File: config.mk
export PLATFORM = sky130hd
export DESIGN_NAME = quad_input_conditioner
export DESIGN_NICKNAME = d
export VERILOG_FILES = /design/src/rtl/quad_input_conditioner.sv
export SDC_FILE = /design/constraint.sdc
export NUM_CORES = 1
export LEC_CHECK = 0
export ABC_CLOCK_PERIOD_IN_PS = 4500
export CORE_MARGIN = 10
export CORE_UTILIZATION = 53
export DETAILED_ROUTE_END_ITERATION = 16
export PLACE_DENSITY = 0.76
export SLEW_MARGIN = 40
export SYNTH_ARGS = -nofsm -noshare
export SYNTH_HDL_FRONTEND = slang
export SYNTH_SLANG_ARGS = --single-unit
File: constraint.sdc
create_clock -name clk -period 4.5 [get_ports clk]
set_clock_uncertainty 0.1 [all_clocks]
set_input_delay 0.9 -clock clk [delete_from_list [all_inputs] [get_ports clk]]
set_output_delay 0.9 -clock clk [all_outputs]
set_load 0.1 [all_outputs]
File: src/rtl/quad_input_conditioner.sv
`default_nettype none
// ============================================================================
// Module      : quad_input_conditioner
// Description : Quadrature encoder front end. Synchronises the raw A/B pins,
//               rejects glitches shorter than FILT_LEN clk cycles, and drives
//               clean A/B levels to the encoder counter. Also decodes a
//               per-step pulse, step direction and illegal-transition errors
//               (both channels accepted in one cycle) with a saturating count.
// Ports       : clk        - system clock
//               reset_n    - asynchronous active-low reset
//               a_raw      - encoder channel A pin (asynchronous)
//               b_raw      - encoder channel B pin (asynchronous)
//               err_clr    - synchronous clear of err_cnt
//               a_clean    - filtered A level
//               b_clean    - filtered B level
//               step       - 1-cycle pulse per legal quadrature transition
//               dir        - direction of last legal step, 1 = A leads B
//               err_pulse  - 1-cycle pulse when A and B accepted together
//               err_cnt    - saturating count of err_pulse events
// Revision    : 1.0 - initial release
// ============================================================================
module quad_input_conditioner #(
    parameter int FILT_LEN = 50,
    parameter int ERR_W    = 8
) (
    input  logic             clk,
    input  logic             reset_n,
    input  logic             a_raw,
    input  logic             b_raw,
    input  logic             err_clr,
    output logic             a_clean,
    output logic             b_clean,
    output logic             step,
    output logic             dir,
    output logic             err_pulse,
    output logic [ERR_W-1:0] err_cnt
);

    localparam int CNT_W = $clog2(FILT_LEN + 1);
    localparam int ST_W  = $clog2(FILT_LEN + 2);

    localparam logic [CNT_W-1:0] c_cnt_last = CNT_W'(FILT_LEN - 1);
    localparam logic [ST_W-1:0]  c_st_last  = ST_W'(FILT_LEN + 1);
    localparam logic [ERR_W-1:0] c_err_max  = {ERR_W{1'b1}};

    // Channel index: bit 1 = A, bit 0 = B throughout.
    logic [1:0]            meta_q;
    logic [1:0]            sync_q;
    logic [1:0]            clean_q,    clean_d;
    logic [1:0][CNT_W-1:0] filt_cnt_q, filt_cnt_d;
    logic [1:0]            w_acc;
    logic [ST_W-1:0]       start_cnt_q, start_cnt_d;
    logic                  armed_q,    armed_d;
    logic                  step_q,     step_d;
    logic                  dir_q,      dir_d;
    logic                  err_pulse_q, err_pulse_d;
    logic [ERR_W-1:0]      err_cnt_q,  err_cnt_d;

    // ------------------------------------------------------------------
    // Startup window: FILT_LEN+2 cycles after reset release during which
    // the outputs simply track the synchronised pins, so the filter does
    // not treat the power-up level as a transition.
    // ------------------------------------------------------------------
    always_comb begin
        start_cnt_d = start_cnt_q;
        armed_d     = armed_q;
        if (!armed_q) begin
            if (start_cnt_q == c_st_last) begin
                armed_d = 1'b1;
            end else begin
                start_cnt_d = start_cnt_q + ST_W'(1);
            end
        end
    end

    // ------------------------------------------------------------------
    // Per-channel persistence filter. A level is accepted after FILT_LEN
    // consecutive cycles of disagreement with the current clean level.
    // ------------------------------------------------------------------
    always_comb begin
        clean_d    = clean_q;
        filt_cnt_d = filt_cnt_q;
        w_acc      = 2'b00;
        for (int i = 0; i < 2; i++) begin
            if (!armed_q) begin
                clean_d[i]    = sync_q[i];
                filt_cnt_d[i] = '0;
            end else if (sync_q[i] == clean_q[i]) begin
                filt_cnt_d[i] = '0;
            end else if (filt_cnt_q[i] == c_cnt_last) begin
                w_acc[i]      = 1'b1;
                clean_d[i]    = sync_q[i];
                filt_cnt_d[i] = '0;
            end else begin
                filt_cnt_d[i] = filt_cnt_q[i] + CNT_W'(1);
            end
        end
    end

    // ------------------------------------------------------------------
    // Transition decode on accepted changes. Forward cycle is
    // 00->10->11->01->00 ({A,B}). When only A moves the step is forward
    // if new A differs from B; when only B moves it is forward if new B
    // equals A. w_acc is only ever set once armed.
    // ------------------------------------------------------------------
    always_comb begin
        step_d      = 1'b0;
        err_pulse_d = 1'b0;
        dir_d       = dir_q;
        if (w_acc == 2'b11) begin
            err_pulse_d = 1'b1;
        end else if (w_acc[1]) begin
            step_d = 1'b1;
            dir_d  = (clean_d[1] != clean_q[0]);
        end else if (w_acc[0]) begin
            step_d = 1'b1;
            dir_d  = (clean_d[0] == clean_q[1]);
        end
    end

    // Counts the registered error pulse; a clear in the same cycle wins.
    always_comb begin
        err_cnt_d = err_cnt_q;
        if (err_clr) begin
            err_cnt_d = '0;
        end else if (err_pulse_q && (err_cnt_q != c_err_max)) begin
            err_cnt_d = err_cnt_q + ERR_W'(1);
        end
    end

    always_ff @(posedge clk or negedge reset_n) begin
        if (!reset_n) begin
            meta_q      <= 2'b00;
            sync_q      <= 2'b00;
            clean_q     <= 2'b00;
            filt_cnt_q  <= '0;
            start_cnt_q <= '0;
            armed_q     <= 1'b0;
            step_q      <= 1'b0;
            dir_q       <= 1'b0;
            err_pulse_q <= 1'b0;
            err_cnt_q   <= '0;
        end else begin
            meta_q      <= {a_raw, b_raw};
            sync_q      <= meta_q;
            clean_q     <= clean_d;
            filt_cnt_q  <= filt_cnt_d;
            start_cnt_q <= start_cnt_d;
            armed_q     <= armed_d;
            step_q      <= step_d;
            dir_q       <= dir_d;
            err_pulse_q <= err_pulse_d;
            err_cnt_q   <= err_cnt_d;
        end
    end

    assign a_clean   = clean_q[1];
    assign b_clean   = clean_q[0];
    assign step      = step_q;
    assign dir       = dir_q;
    assign err_pulse = err_pulse_q;
    assign err_cnt   = err_cnt_q;

endmodule
`default_nettype wire

======== After elaboration in Yosys (flattened, before gate mapping) ========
Index checks and enable logic that the tools add are counted.
storage, ports and cells
  register bits after elaboration ......... 36
  input port bits ......................... 5
  output and inout port bits .............. 13
  logic and storage cells ................. 60
cells by class
  add/sub/neg operators ................... 4
  eq/ne operators ......................... 9
  multiplexer cells ....................... 28
  bitwise operators ....................... 3
  reduce and logical (&&, ||, !) cells .... 5
operators with widths
  kind                   number
  $mux W6                6
  $mux W1                20
  $add A6 B1 Y6 const B  3
  $eq A6 B6 Y1 const B   3
  $mux W8                2
  $add A8 B1 Y8 const B  1
  $ne A8 B8 Y1 const B   1
  $reduce_and A2 Y1      2
  $reduce_bool A2 Y1     2
  $eq A1 B1 Y1           3
  $not A1 Y1             3
  $eq A2 B2 Y1 const B   1
  $logic_and A1 B1 Y1    1
  $ne A1 B1 Y1           1

======== Depth between registers and ports, before layout ========
Gate-level depths: netlist of the first run.
  word-level depth ........................ 7
  depth in mapped cells ................... 8
  depth with buffers taken out ............ 8

======== Least setup slack after synthesis of the first run ========
No wires, ideal clock.
  path type ............................... reg2reg
  start point ............................. reg err_cnt_q[0] (netlist: err_cnt[0])
  end point ............................... reg err_cnt_q[2] (netlist: err_cnt[2])
  setup time .............................. 128 ps
  data arrival time ....................... 2108 ps
  data required time ...................... 4272 ps
  slack ................................... 2164 ps
  stages on the path, launching flop included .. 7
  path buffers ............................ 0
  period minus slack after synthesis ...... 2336 ps
  path through ............................ dfrtp_1 -> ha_1 -> nand3_1 -> o21ai_0 -> nor2_1 -> xnor2_1 -> nor2_1
between the ends
  longest elaborated chain between the ends .. 3
  elaborated cells on any way between the ends .. 6
  classes of those cells .................. 1 x add/sub; 1 x eq/ne; 2 x mux; 2 x reduce/logical
ends and longest elaborated chain
  what                                            RTL line  text
  start: declaration                              57        logic [ERR_W-1:0] err_cnt_q, err_cnt_d;
  start signal: assignment                        153       err_cnt_q <= err_cnt_d;
  $add A8 B1 Y8 or $ne A8 B8 Y1 (tied branches)   127, 126
  $mux W8 or $logic_and A1 B1 Y1 (tied branches)  126       end else if (err_pulse_q && (err_cnt_q != c_err_max)) begin
  $mux W8 or $reduce_bool A2 Y1 (tied branches)   -
Parallel ways exist; a longest one is shown, timed or not. The select of a mux whose other input is x is not followed.
A chain may end at the register's enable or synchronous reset.

======== Worst setup path in the final report of the first run ========
  start point ............................. reg err_cnt_q[5] (netlist: err_cnt[5])
  end point ............................... out err_cnt[5]
RTL lines
  what              RTL line  text
  end: declaration  36        output logic [ERR_W-1:0] err_cnt
No word-level cell between the ends.

==> results of run 1 <==
==> report_power, final <==
part	internal [mW]	switching [mW]
sequential	0.326	0.00244
combinational	0.00647	0.0165
clock	0.0575	0.0956
==> Yosys cell counts, drive strengths merged <==
library cell,number
nor2,28
o21ai,2
or3b,1
a211oi,2
nand4,3
nand4b,2
inv,5
or2,1
a41oi,1
a21oi,2
clkbuf,1
ha,7
nand3,12
dfrtp,36
xor2,11
nand2,6
and4,2
nor3,2
buf,1
nor2b,1
and3b,1
mux2i,2
xnor2,11
mux2,3
==> registers in the layout, indices dropped and copies added (netlist names) <==
signal and count:
dir 1, filt_cnt_q 12, err_pulse 1, sync_q 2, armed_q 1, clean_q 2, err_cnt 8, step 1
meta_q 2, start_cnt_q 6
==> metrics by stage <==
stage / hold WS [ns] / std cells
2_1_floorplan: 0.231 / 143
3_3_place_gp: 0.234 / 190
3_5_place_dp: 0.241 / 190
4_1_cts: 0.264 / 197
5_1_grt: 0.271 / 197
6_report: 0.259 / 197
==> layout make-up <==
class / instances / area (µm²)
Clock buffer: 6 / 41.3
Multi-Input combinational cell: 100 / 673
Fill cell: 241 / 1040
Clock inverter: 1 / 5.00
Tap cell: 31 / 38.8
Sequential cell: 36 / 901
Inverter: 5 / 18.8
Timing Repair Buffer: 18 / 113
==> final timing paths <==
path	cells past startpoint	to	from	slack, ns
max in group asynchronous	2	meta_q[0]	reset_n	3.10
max	1	err_cnt[5]	err_cnt[5]	2.25
min	0	sync_q[0]	meta_q[0]	0.26
min in group asynchronous	2	err_cnt[3]	reset_n	0.88
min reg2reg	0	sync_q[0]	meta_q[0]	0.26
max reg2reg	6	err_cnt[2]	err_cnt[0]	2.63
==> metal layers <==
metal / GRT usage (%) / up-vias / wire length, µm
li1: - / 521 / -
met1: 12.4 / 510 / 1210
met2: 17.2 / 23 / 1260
met3: 5.12 / 6 / 209
met4: 4.83 / 0 / 37
met5: 0 / - / 0
==> cell families (layout without fill, tap and decap cells) <==
family,Yosys count,count (layout),share of synthesized area (%)
AO/OA/AOI/OAI,7,7,3.52
XOR/XNOR,22,22,12.0
adder cells (fa/ha/maj),7,7,5.47
buffers and inverters,7,30,1.72
flip-flops,36,36,56.2
multiplexers,5,5,3.36
AND/OR/NAND/NOR,59,59,17.7
==> impl_table.tex, run 1 <==
\begin{tabular}{lr}
\hline
Metric & Value \\
\hline
\multicolumn{2}{l}{\textbf{STA}} \\
\quad Number of failing hold endpoints at the final stage & 0 \\
\quad Highest clock rate & 0.445 GHz \\
\quad Worst-Margin Slew & 0.619 ns \\
\quad Sum Neg Setup Slack & 0 ns \\
\quad Worst setup slack after layout & 2.25 ns \\
\quad Final number of setup-violating endpoints & 0 \\
\quad Final-report max-slew violation count & 0 \\
\quad Final critical path time including I/O delays and setup & 2.25 ns \\
\quad Worst slew margin relative to its limit & 58.3\% \\
\quad Final period util & 49.9\% \\
\quad Unrepaired setup endpoints after global routing & false \\
\multicolumn{2}{l}{\textbf{Clock tree}} \\
\quad Skew-Pair Late Insertion Delay & 0.33 ns \\
\quad Clock Pin Slew Worst Setup and Hold Paths & around 0.1 ns \\
\quad Total of cells resized after clock tree synthesis & 0 \\
\quad Setup bufs post-CTS & 0 \\
\quad CTS tree & yes \\
\quad Cell at the root of the clock tree & clkbuf\_4 \\
\quad Post-CTS Hold Fix Bufs & 0 \\
\quad Inserted Clock Buffers & 5 \\
\quad H-Tree Level Count & 2 \\
\quad Num Clock Sinks & 36 \\
\quad Maximum root-to-sink buffer count & 2 \\
\multicolumn{2}{l}{\textbf{Global route}} \\
\quad First-pass GRT wire length & 4710 µm \\
\quad Antenna violations before repair & 0 \\
\quad Largest net degree at the start of global routing & 37 \\
\quad Sum of overflow across all layers after global routing & 0 \\
\quad GRT Overall Usage & 10.9\% \\
\quad Number of global-route vias before repair & 1090 \\
\multicolumn{2}{l}{\textbf{Routing}} \\
\quad Wire length after detailed routing & approximately 2700 µm \\
\quad Final ANT Viol Nets & 0 \\
\quad Detail-routed via count per cell & 5.38 \\
\quad DRC viols & 0 \\
\quad Average wire per standard cell & between 10 and 15 µm \\
\quad Drt pass-1 iters & 4 \\
\quad Total vias in the final route & 1060 \\
\quad DRT iter0 DRCs & 76 \\
\multicolumn{2}{l}{\textbf{Placement}} \\
\quad PortBufs & 17 \\
\quad Setup Slack @ Placement & 2.59 ns \\
\quad Post-DP Area & about 1700 µm² \\
\quad RD Place Congestion & approximately 0.80 \\
\quad DPL Wire Length & 2040 µm \\
\multicolumn{2}{l}{\textbf{Floorplanning}} \\
\quad IO Pins & 18 \\
\quad Die X & 75.0 µm \\
\quad Initial core utilization & 56.6\% \\
\quad Row count & 19 \\
\quad Overall die height & 75.0 µm \\
\quad Area of the core & approximately 2800 µm² \\
\quad Die Footprint & about 5600 µm² \\
\multicolumn{2}{l}{\textbf{Setup path}} \\
\quad Data required, critical path & 3.50 ns \\
\quad Data arrival at the endpoint of the critical path & between 1 and 1.5 ns \\
\quad CP Buf/Inv Count & 1 \\
\quad CP cell instances & buf\_2 \\
\quad Largest fanout on the critical path & 6 \\
\quad Startpoint kind of the worst setup timing path & flop \\
\quad Peak per-stage delay on the critical path & 0.47 ns \\
\quad Max stage delay cell, worst path & buf\_2 \\
\quad Crit path kind & reg -> out \\
\quad Critical Path Sink Type & output pin \\
\quad Cell family with most CP delay & buffers and inverters \\
\multicolumn{2}{l}{\textbf{Job}} \\
\quad Count of max-cap constraint violations & 0 \\
\multicolumn{2}{l}{\textbf{Worst hold path}} \\
\quad Type of the most critical hold path & reg -> reg \\
\multicolumn{2}{l}{\textbf{Logic synthesis}} \\
\quad Syn avg cell area & 11.2 µm² \\
\quad Sequential fraction of the synthesis area & 56.3\% \\
\quad Count of cell types in the netlist & 26 \\
\quad Syn nets & 155 \\
\quad Synthesized area & 1600 µm² \\
\quad Total of flip-flops plus latches after synthesis & 36 \\
\quad Dominant cell type by area after synthesis & dfrtp\_1 \\
\quad Count of yosys warnings during synthesis & 0 \\
\quad Leading post-synthesis cells by cell area & dfrtp\_1 (56\%), nor2\_1 (6.6\%), xnor2\_1 (6.0\%) \\
\quad Proportion of netlist area held by the largest area contributor & 56.3\% \\
\quad Gate count of the mapped netlist & between 100 and 150 \\
\multicolumn{2}{l}{\textbf{Final layout}} \\
\quad Share of layout cells above drive strength 1 & roughly 17\% \\
\quad Number of antenna repair diodes & 0 \\
\quad Highest-count cells in the layout ignoring fill and taps & dfrtp\_1 (36), nor2\_1 (28), buf\_2 (13), nand3\_1 (12) \\
\quad Final core area utilization & 63.3\% \\
\quad Total Nets Final & 178 \\
\quad Cell area after layout & 1790 µm² \\
\quad Layout Area Growth over Synthesis & 11.8\% \\
\quad Most common library cell in the layout ignoring fill and taps & dfrtp\_1 \\
\multicolumn{2}{l}{\textbf{Pwr}} \\
\quad Peak supply drop & $\sim$0.22 mV \\
\quad Leak & 0.812 nW \\
\quad Pwr Density & about 280 nW/µm² \\
\quad Sum of internal, switching and leakage power & 504 µW \\
\multicolumn{2}{l}{\textbf{Run status}} \\
\quad Status & finished clean \\
\hline
\end{tabular}
Power figures use the tool's default switching activity.
==> run 2, diff against run 1 <==
ABC_CLOCK_PERIOD_IN_PS = 2300   (was 4500)
clock period = 2.3 ns   (was 4.5 ns; I/O delays follow)
==> run 2 against run 1 <==
Compared with the run above: total power up 100%; clock power up 120%; register-to-register slack lost 2.1 ns; largest power group unchanged; largest cell class unchanged; clock-buffer cell count is 1 lower; sequential share of layout area down 1.1 points; core utilization rose by 1.6 points; die area is the same; flip-flop and latch count unchanged; first-iteration DRC count fell by 45%; via count increased by 1.0%.
==> impl_table.tex, run 2 (same netlist as run 1, synthesis figures left out) <==
\begin{tabular}{lr}
\hline
Metric & Value \\
\hline
\multicolumn{2}{l}{\textbf{Run status}} \\
\quad Status & finished clean \\
\multicolumn{2}{l}{\textbf{Final layout}} \\
\quad Reg area & 903 µm² \\
\quad Combined area of the multi-input logic cells & 673 µm² \\
\quad Total Nets Final & 178 \\
\quad Share of layout cells above drive strength 1 & 19.2\% \\
\quad Layout Area Growth over Synthesis & 14.6\% \\
\quad Highest-count cells in the layout ignoring fill and taps & dfrtp\_1 (34), nor2\_1 (28), buf\_4 (14), nand3\_1 (12) \\
\quad Register bank with the most flops & filt\_cnt\_q \\
\quad Fill count & 228 \\
\quad Most common library cell in the layout ignoring fill and taps & dfrtp\_1 \\
\quad Max reg flops & 12 \\
\quad Final core area utilization & between 60\% and 70\% \\
\quad Cell area after layout & roughly 1800 µm² \\
\quad Final instance count without filler cells & 198 \\
\quad Number of antenna repair diodes & 0 \\
\multicolumn{2}{l}{\textbf{Global route}} \\
\quad GRT Overall Usage & 11.3\% \\
\quad Number of global-route vias before repair & between 1k and 1.5k \\
\quad Antenna violations before repair & 0 \\
\quad First-pass GRT wire length & between 4000 and 5000 µm \\
\quad Largest net degree at the start of global routing & 37 \\
\quad Sum of overflow across all layers after global routing & 0 \\
\multicolumn{2}{l}{\textbf{Floorplanning}} \\
\quad Area of the core & 2830 µm² \\
\quad Die X & 75.0 µm \\
\quad IO Pins & 18 \\
\quad Overall die height & 75.0 µm \\
\quad Die Footprint & 5620 µm² \\
\quad Row count & 19 \\
\quad Initial core utilization & a little under three fifths \\
\multicolumn{2}{l}{\textbf{STA}} \\
\quad Final period util & 78.9\% \\
\quad Number of failing hold endpoints at the final stage & 0 \\
\quad Worst-Margin Slew & 0.574 ns \\
\quad Worst slew margin relative to its limit & approximately three fifths \\
\quad Worst setup slack after layout & 0.484 ns \\
\quad Post-Route Hold Slack & 0.257 ns \\
\quad Unrepaired setup endpoints after global routing & false \\
\quad Sum Neg Setup Slack & 0 ns \\
\quad Final-report max-slew violation count & 0 \\
\quad Final number of setup-violating endpoints & 0 \\
\quad Highest clock rate & 0.551 GHz \\
\quad Final critical path time including I/O delays and setup & 1.82 ns \\
\multicolumn{2}{l}{\textbf{Setup path}} \\
\quad Data arrival at the endpoint of the critical path & about 2.0 ns \\
\quad Critical Path Sink Type & flop \\
\quad Largest fanout on the critical path & 3 \\
\quad Startpoint kind of the worst setup timing path & flop \\
\quad Worst r2r path cells & 8 \\
\quad Most repeated library cell on the critical path & ha\_1 \\
\quad Reg2reg end & dir \\
\quad Max stage delay cell, worst path & dfrtp\_1 \\
\quad Data required, critical path & 2.48 ns \\
\quad Register-to-register setup slack & just under 0.5 ns \\
\quad CP cell instances & inv\_1 -> ha\_1 -> nand4b\_1 -> or2\_2 -> nor2\_1 -> ha\_1 -> nor2b\_1 -> a21oi\_1 \\
\quad Peak per-stage delay on the critical path & 0.41 ns \\
\quad Crit path kind & reg -> reg \\
\quad FF-to-FF Start & filt\_cnt\_q[1] \\
\multicolumn{2}{l}{\textbf{Clock tree}} \\
\quad Total of cells resized after clock tree synthesis & 0 \\
\quad Num Clock Sinks & 36 \\
\quad Maximum root-to-sink buffer count & 2 \\
\quad Setup bufs post-CTS & 0 \\
\quad Inserted Clock Buffers & 5 \\
\quad H-Tree Level Count & 2 \\
\quad Cell at the root of the clock tree & clkbuf\_4 \\
\quad Skew-Pair Late Insertion Delay & 0.35 ns \\
\quad Post-CTS Hold Fix Bufs & 0 \\
\quad CTS tree & yes \\
\quad Clock Pin Slew Worst Setup and Hold Paths & 0.12 ns \\
\multicolumn{2}{l}{\textbf{Placement}} \\
\quad \# placed instances & between 150 and 200 \\
\quad DPL Wire Length & about 1900 µm \\
\quad RD Place Congestion & between 0.8 and 0.9 \\
\quad PortBufs & 17 \\
\quad Post-DP Area & 1780 µm² \\
\quad Setup Slack @ Placement & 0.466 ns \\
\multicolumn{2}{l}{\textbf{Worst hold path}} \\
\quad Worst hold path endpoint & sync\_q[0] \\
\quad Hold Crit Start & meta\_q[0] \\
\quad Number of cells on the worst hold path & 0 \\
\quad Type of the most critical hold path & reg -> reg \\
\multicolumn{2}{l}{\textbf{Pwr}} \\
\quad Pwr Density & 559 nW/µm² \\
\quad Peak supply drop & 0.461 mV \\
\quad Sum of internal, switching and leakage power & $\sim$1 mW \\
\quad Leak & a little over 0.8 nW \\
\multicolumn{2}{l}{\textbf{Routing}} \\
\quad Final ANT Viol Nets & 0 \\
\quad Drt pass-1 iters & 5 \\
\quad Average wire per standard cell & 13.4 µm \\
\quad Wire length after detailed routing & 2650 µm \\
\quad Total vias in the final route & 1071 \\
\quad Detail-routed via count per cell & 5.41 \\
\quad DRT iter0 DRCs & 42 \\
\quad DRC viols & 0 \\
\multicolumn{2}{l}{\textbf{Job}} \\
\quad Count of max-cap constraint violations & 0 \\
\hline
\end{tabular}
[run 2: changes by cell type in the layout (fill, tap and decap cells not counted)]
| cell | delta |
|---|---|
| buf_2 | -13 |
| buf_4 | +13 |
| clkbuf_1 | -1 |
| clkinv_2 | +1 |
| clkinv_4 | +1 |
| dfrtp_1 | -2 |
| dfrtp_2 | +2 |
[run 2: critical path: cells and delay by family, from the launching register on]
family | cells | cell delay [ns]
adders and majority gates | 2 | 0.40
buffers and inverters | 1 | 0.06
and+or+nand+nor | 4 | 0.66
DFF | 1 | 0.41
AOI/OAI and AO/OA | 1 | 0.14
[run 2: area by class of cell]
class,count,share of cell area [%]
Timing Repair Buffer,18,7.91
Multi-Input combinational cell,100,36.7
Inverter,5,1.02
Sequential cell,36,49.2
Tap cell,31,2.11
Clock buffer,5,2.04
Clock inverter,3,1.02
[run 2: power breakdown]
group	total, mW	switching (mW)	internal [mW]
Clock	0.337	0.219	0.117
Combinational	0.0459	0.0322	0.0137
Sequential	0.643	0.00466	0.638
[run 2: routing by layer]
metal	up-vias	part of all wire (%)	routed length, µm	GRT usage (%)
met5	-	0	0	0
met4	0	2.1	55	5.04
met3	7	10	278	6.31
met2	40	45	1190	16.6
met1	502	43	1130	13.2
li1	522	-	-	-
[run 2: worst max-delay path by stage]
| stage | cells past startpoint | slack [ns] | end | from |
|---|---|---|---|---|
| finish | 8 | 0.48 | dir | filt_cnt_q[1] |
| CTS | 8 | 0.46 | dir | filt_cnt_q[1] |
| global route | 6 | 0.34 | err_cnt[2] | err_cnt[0] |
| floorplan | 5 | 0.18 | dir | clean_q[0] |
| global placement | 8 | 0.53 | dir | filt_cnt_q[1] |
| detailed placement | 8 | 0.47 | dir | filt_cnt_q[1] |
